**config.mk**
```make
export PLATFORM = sky130hd
export DESIGN_NAME = execute_stage_div
export DESIGN_NICKNAME = d
export VERILOG_FILES = /design/src/rtl/execute_stage_div.sv
export SDC_FILE = /design/constraint.sdc
export NUM_CORES = 1
export LEC_CHECK = 0
export ABC_AREA = 1
export ABC_CLOCK_PERIOD_IN_PS = 3500
export BUFFER_PORTS_ARGS = -buffer_cell sky130_fd_sc_hd__buf_2
export CAP_MARGIN = 20
export CORE_MARGIN = 4
export CORE_UTILIZATION = 31
export DETAILED_ROUTE_END_ITERATION = 6
export GPL_TIMING_DRIVEN = 0
export PLACE_DENSITY_LB_ADDON = 0.2
export SYNTH_ARGS = -nofsm -noshare
export SYNTH_HDL_FRONTEND = slang
export SYNTH_SLANG_ARGS = --single-unit
```
**constraint.sdc**
```tcl
create_clock -name clk -period 3.5 [get_ports clk]
set_input_delay 0.175 -clock clk [delete_from_list [all_inputs] [get_ports clk]]
set_output_delay 0.175 -clock clk [all_outputs]
set_load 0.005 [all_outputs]
```
**src/rtl/execute_stage_div.sv**
```systemverilog
// Execute stage: registers the decode payload, runs the iterative divider,
// finalises the result and issues the data SRAM request.
module execute_stage_div #(
  parameter int unsigned DIV_CYCLES = 32
) (
  input  logic        clk,
  input  logic        rstn,
  input  logic        ex_en,
  input  logic        ms_ex_pending,
  input  logic        DE_valid,
  output logic        E_allowin,
  input  logic [31:0] de_pc,
  input  logic [31:0] de_src1,
  input  logic [31:0] de_src2,
  input  logic [31:0] de_alu_result,
  input  logic        de_div_en,
  input  logic        de_div_signed,
  input  logic        de_div_mod,
  input  logic        de_mem_we,
  input  logic [3:0]  de_res_from_mem,
  input  logic [1:0]  de_mem_size,
  input  logic [31:0] de_store_data,
  input  logic        de_gr_we,
  input  logic [4:0]  de_dest,
  input  logic        de_ex,
  input  logic        M_allowin,
  output logic        EM_valid,
  output logic [31:0] em_pc,
  output logic [31:0] em_result,
  output logic        em_gr_we,
  output logic [4:0]  em_dest,
  output logic [3:0]  em_res_from_mem,
  output logic [31:0] em_vaddr,
  output logic        em_ex,
  output logic        em_ale,
  output logic        data_sram_en,
  output logic [3:0]  data_sram_we,
  output logic [31:0] data_sram_addr,
  output logic [31:0] data_sram_wdata,
  output logic [4:0]  ED_dest,
  output logic [31:0] ED_result,
  output logic        ED_busy
);

  localparam int unsigned CW = $clog2(DIV_CYCLES + 1);

  typedef enum logic [1:0] {
    DIV_IDLE,
    DIV_BUSY,
    DIV_DONE
  } div_state_t;

  logic        e_valid;
  logic [31:0] e_pc;
  logic [31:0] e_src1;
  logic [31:0] e_src2;
  logic [31:0] e_alu_result;
  logic        e_div_en;
  logic        e_div_signed;
  logic        e_div_mod;
  logic        e_mem_we;
  logic [3:0]  e_res_from_mem;
  logic [1:0]  e_mem_size;
  logic [31:0] e_store_data;
  logic        e_gr_we;
  logic [4:0]  e_dest;
  logic        e_ex;

  div_state_t  div_state;
  logic [CW-1:0] div_cnt;
  logic [31:0] div_quo;
  logic [31:0] div_rem;
  logic [31:0] div_dvs;

  logic        ex_any;
  logic        div_pending;
  logic        e_ready_go;
  logic        handoff;

  logic        src1_neg;
  logic        src2_neg;
  logic [31:0] src1_abs;
  logic [31:0] src2_abs;
  logic        neg_q;
  logic        neg_r;
  logic [31:0] quo_fix;
  logic [31:0] rem_fix;

  logic [32:0] div_shifted;
  logic        div_fits;
  logic [31:0] div_rem_next;
  logic [31:0] div_quo_next;

  logic        mem_op;
  logic        is_half;
  logic        is_word;
  logic        ale;
  logic [3:0]  we_raw;

  // Handshake
  assign ex_any      = e_ex || ex_en;
  assign div_pending = e_div_en && e_valid && !e_ex;
  assign e_ready_go  = !div_pending || (div_state == DIV_DONE);
  assign E_allowin   = !e_valid || (e_ready_go && M_allowin);
  assign EM_valid    = e_valid && e_ready_go;
  assign handoff     = EM_valid && M_allowin;

  // Operand magnitudes and sign fix-up
  assign src1_neg = e_div_signed && e_src1[31];
  assign src2_neg = e_div_signed && e_src2[31];
  assign src1_abs = src1_neg ? (~e_src1 + 32'd1) : e_src1;
  assign src2_abs = src2_neg ? (~e_src2 + 32'd1) : e_src2;
  // A zero divisor already yields an all-ones quotient and |src1| as the
  // remainder, so only the quotient negation has to be suppressed for it.
  assign neg_q   = (src1_neg ^ src2_neg) && (e_src2 != '0);
  assign neg_r   = src1_neg;
  assign quo_fix = neg_q ? (~div_quo + 32'd1) : div_quo;
  assign rem_fix = neg_r ? (~div_rem + 32'd1) : div_rem;

  // One restoring step; the true difference always fits in 32 bits
  assign div_shifted  = {div_rem, div_quo[31]};
  assign div_fits     = div_shifted >= {1'b0, div_dvs};
  assign div_rem_next = div_fits ? (div_shifted[31:0] - div_dvs) : div_shifted[31:0];
  assign div_quo_next = {div_quo[30:0], div_fits};

  always_ff @(posedge clk) begin
    if (!rstn) begin
      e_valid        <= 1'b0;
      e_pc           <= '0;
      e_src1         <= '0;
      e_src2         <= '0;
      e_alu_result   <= '0;
      e_div_en       <= 1'b0;
      e_div_signed   <= 1'b0;
      e_div_mod      <= 1'b0;
      e_mem_we       <= 1'b0;
      e_res_from_mem <= '0;
      e_mem_size     <= '0;
      e_store_data   <= '0;
      e_gr_we        <= 1'b0;
      e_dest         <= '0;
      e_ex           <= 1'b0;
    end else begin
      if (ex_en) begin
        e_valid <= 1'b0;
      end else if (E_allowin) begin
        e_valid <= DE_valid;
      end
      if (DE_valid && E_allowin) begin
        e_pc           <= de_pc;
        e_src1         <= de_src1;
        e_src2         <= de_src2;
        e_alu_result   <= de_alu_result;
        e_div_en       <= de_div_en;
        e_div_signed   <= de_div_signed;
        e_div_mod      <= de_div_mod;
        e_mem_we       <= de_mem_we;
        e_res_from_mem <= de_res_from_mem;
        e_mem_size     <= de_mem_size;
        e_store_data   <= de_store_data;
        e_gr_we        <= de_gr_we;
        e_dest         <= de_dest;
        e_ex           <= de_ex;
      end
    end
  end

  // BUSY spends one extra cycle at cnt==DIV_CYCLES registering the sign
  // fix-up, which keeps the negation adders off the result output path.
  always_ff @(posedge clk) begin
    if (!rstn) begin
      div_state <= DIV_IDLE;
      div_cnt   <= '0;
      div_quo   <= '0;
      div_rem   <= '0;
      div_dvs   <= '0;
    end else if (ex_en) begin
      div_state <= DIV_IDLE;
    end else begin
      case (div_state)
        DIV_IDLE: begin
          if (e_valid && e_div_en && !ex_any) begin
            div_quo   <= src1_abs;
            div_dvs   <= src2_abs;
            div_rem   <= '0;
            div_cnt   <= '0;
            div_state <= DIV_BUSY;
          end
        end
        DIV_BUSY: begin
          if (div_cnt == CW'(DIV_CYCLES)) begin
            div_quo   <= quo_fix;
            div_rem   <= rem_fix;
            div_state <= DIV_DONE;
          end else begin
            div_quo <= div_quo_next;
            div_rem <= div_rem_next;
            div_cnt <= div_cnt + 1'b1;
          end
        end
        DIV_DONE: begin
          if (handoff) begin
            div_state <= DIV_IDLE;
          end
        end
        default: div_state <= DIV_IDLE;
      endcase
    end
  end

  // Memory access decode
  assign mem_op  = e_mem_we || (|e_res_from_mem);
  assign is_half = e_mem_we ? (e_mem_size == 2'd1) : e_res_from_mem[1];
  assign is_word = e_mem_we ? (e_mem_size == 2'd2) : e_res_from_mem[3];
  assign ale     = mem_op && ((is_half && e_alu_result[0]) ||
                              (is_word && (|e_alu_result[1:0])));

  always_comb begin
    we_raw          = 4'b0000;
    data_sram_wdata = e_store_data;
    case (e_mem_size)
      2'd0: begin
        we_raw          = 4'b0001 << e_alu_result[1:0];
        data_sram_wdata = {4{e_store_data[7:0]}};
      end
      2'd1: begin
        we_raw          = e_alu_result[1] ? 4'b1100 : 4'b0011;
        data_sram_wdata = {2{e_store_data[15:0]}};
      end
      default: begin
        we_raw          = 4'b1111;
        data_sram_wdata = e_store_data;
      end
    endcase
  end

  assign em_ex          = e_ex || ale;
  assign em_ale         = ale;
  assign data_sram_en   = e_valid && mem_op && !em_ex && !ex_en;
  assign data_sram_we   = (data_sram_en && e_mem_we && !ms_ex_pending) ? we_raw : 4'b0000;
  assign data_sram_addr = e_alu_result;

  // Payload to M and forwarding
  assign em_pc           = e_pc;
  assign em_result       = e_div_en ? (e_div_mod ? div_rem : div_quo) : e_alu_result;
  assign em_gr_we        = e_gr_we;
  assign em_dest         = e_dest;
  assign em_res_from_mem = e_res_from_mem;
  assign em_vaddr        = e_alu_result;

  assign ED_dest   = (e_valid && e_gr_we) ? e_dest : 5'd0;
  assign ED_result = em_result;
  assign ED_busy   = e_valid && ((|e_res_from_mem) || (e_div_en && (div_state != DIV_DONE)));

endmodule

```
==> impl_metrics.yaml <==
min_path:
  hold_class: "in -> reg"
drt:
  wl_per_cell_um: 19.0
  ant_nets: 0
  drt-total-wl_um: 80800
  drtIter0Drc: 1565
  vias: 21200
  drt_pass1_iterations: 5
  drc: 0
  via_per_inst: 4.97
sta:
  finalSetupTns_ps: 0
  rsz0062_at_grt: "false"
  setup_viol: 0
  tightest_slew_ps: 1120
  fin_skew_ps: 35.4
  max_freq_ghz: 0.292
  setup_slack_ps: 71.1
  slew_viol_final: 0
  finalCriticalPeriod_ps: 3430
  slew_headroom: 0.254
  hold_viol_final: 0
  fin_crit_sh: 0.980
global_route:
  track_usage: 0.248
  gr-total-overflow: 0
  grt_pass1_vias: 20400
  grt_max_degree: 14
  grt_first_pass_wirelength_um: 122000
  grt_antenna_before_repair: 2
synthesis:
  syn_nets: 3081
  avgSynthCellArea_um2: 6.30
  syn_inst: 2859
  syn_area_um2: 18000
  yosys-top-cells-area: "dfxtp_1 31%, nand2_1 11%, o21ai_0 8.9%"
  ys.flop_type: "dfxtp_1"
  ys_seq_area_frac: 0.313
  synthArstFlopShare: 0
  synth.top_cell.area_share: 0.313
  yosys_warnings: 0
  synth_commonest_cells: "550 x nand2_1, 370 x nor2_1, 333 x inv_1, 322 x o21ai_0, 282 x dfxtp_1"
  ys_types: 48
  synth.most_common_cell: "nand2_1"
  synth_edf_count: 0
  yosysTopAreaCell: "dfxtp_1"
  synth_seq_cells: 282
clock_tree:
  post_cts_resized: 0
  cts-htree-levels: 2
  clk_latency_ps: 570
  clkTransAtPathRegs_ps: 60
  cts_tree: "done"
  clkSinkCount: 282
  numCtsBuffers: 36
  root_buffer: "clkbuf_16"
  post_cts_buffers: 0
  clockBufferDepth: 3
  cts_hold_buf: 173
power:
  power_density_nw_per_um2: 410
  total_power_mw: 9.87
  max-vdd-ir-drop_uv: 346
  leakagePower_nw: 11.8
floorplanning:
  die-area_um2: 62100
  ios: 400
  start_util: 0.313
  dieWidth_um: 249
  rows: 88
  die_h_um: 249
  core_area_um2: 57600
final_layout:
  fin_nets: 3690
  finalNonFillerCells: 4261
  nFillCells: 6204
  drive_above_1_share: 0.172
  syn_to_final_growth_pct: 33.6
placed_design:
  gp_congestion: 0.963
  dp_hpwl_um: 65200
  pre_cts_ws_ps: 337
  dp_cells: 4022
  port_buffers: 398
setup_path:
  worst-path-stages: 5
  crit_start: "e_div_en"
  worst-setup-path-type: "reg -> out"
  endpoint: "em_result[0]"
  rrSetupSlack_ps: 390
  end_kind: "output pin"
  critical_path.slowest_cell: "buf_1"
  r2r_cells: 8
  r2r-end: "e_src2[3]"
  r2r_start: "e_div_en"
  cp_max_fo: 10
  path_buf_inv: 4
  worstPathRequired_ps: 3320
  critPathMaxStageDelay_ps: 690
  cp_cell_sequence: "clkbuf_1, buf_1, o21ai_0, buf_4, buf_2"
  crit_family: "buffers and inverters"
  arrival_ps: 3250
  crit_path_start_kind: "register"
job:
  maxCapViolations: 0
run_status:
  status: "finished clean"
## worst register-to-register path: cells and delay by family (launching register included)
family | cells | cell delay [ps]
buf+inv | 3 | 1560
flops | 1 | 580
simple gates | 3 | 530
compound gates | 2 | 300
## per-layer routing
| metal | routed length (um) | global-route usage |
|---|---|---|
| met3 | 5910 | 0.0489 |
| met2 | 38100 | 0.430 |
| met1 | 33800 | 0.308 |
| met4 | 3050 | 0.0867 |
| met5 | 0 | 0 |
## power breakdown
part	leakage [nW]	internal [mW]	switching, mW
clock network	0.663	2.75	1.60
registers	2.32	3.38	0.153
logic	8.85	0.799	1.19
total	11.8	6.93	2.94
## sequential cells by signal, indices dropped and copies added, names as in the netlist, 2 cells and up
register,count
data_sram_addr,32
div_dvs,32
div_quo,32
div_rem,32
e_src1,32
e_src2,32
e_store_data,32
em_pc,32
div_cnt,6
em_dest,5
em_res_from_mem,4
div_state,2
e_mem_size,2
## worst min path at each step
stage                     start         end  slack [ps]  cells after the start
global route        de_src2[26]  e_src2[26]          40                      3
finish              de_src2[26]  e_src2[26]          20                      3
CTS                  de_src2[1]   e_src2[1]           5                      3
floorplan             de_div_en    e_div_en         340                      2
detailed placement    de_pc[30]   em_pc[30]         430                      3
global placement      de_pc[30]   em_pc[30]         430                      3
## cells in the final DEF, fill, tap and decap left out, drive strengths merged, types with 5 or more instances in the layout
master / n
nand2: 559
bufinv: 9
o211ai: 61
or2: 6
o21ai: 335
inv: 350
a31oi: 14
dlygate4sd3: 173
nand4: 29
xor2: 56
ha: 38
a22oi: 11
buf: 518
dfxtp: 282
a21oi: 251
o221ai: 5
nand3: 187
nor4: 14
o21bai: 5
nor2: 375
clkbuf: 139
clkinv: 6
nand3b: 14
nor3: 33
## per-stage QoR
step,instance area (um2),util,hold slack (ps)
after floorplan,18000,-,342
after CTS,24100,0.418,4.96
after global routing,24100,0.418,41.3
after detailed placement,21000,0.364,432
final,24100,0.418,21.8
after global placement,21000,0.364,426
## cells by family after synthesis
group,share of synthesized area
compound gates,0.211
xor+xnor,0.0292
fa+ha+maj,0.0275
buf+inv,0.135
flops,0.313
simple gates,0.284
## layout make-up
cell class                      count  area (um2)  area share
Multi-Input combinational cell   2017        9930       0.413
Sequential cell                   282        5650       0.234
Timing Repair Buffer              571        3720       0.155
Inverter                          352        1320      0.0549
Buffer                            208        1120      0.0465
Clock buffer                       51        1040      0.0431
Tap cell                          765         957      0.0398
Clock inverter                     14         338      0.0140
Antenna cell                        1        2.50    0.000104
Power figures use the tool's default switching activity.
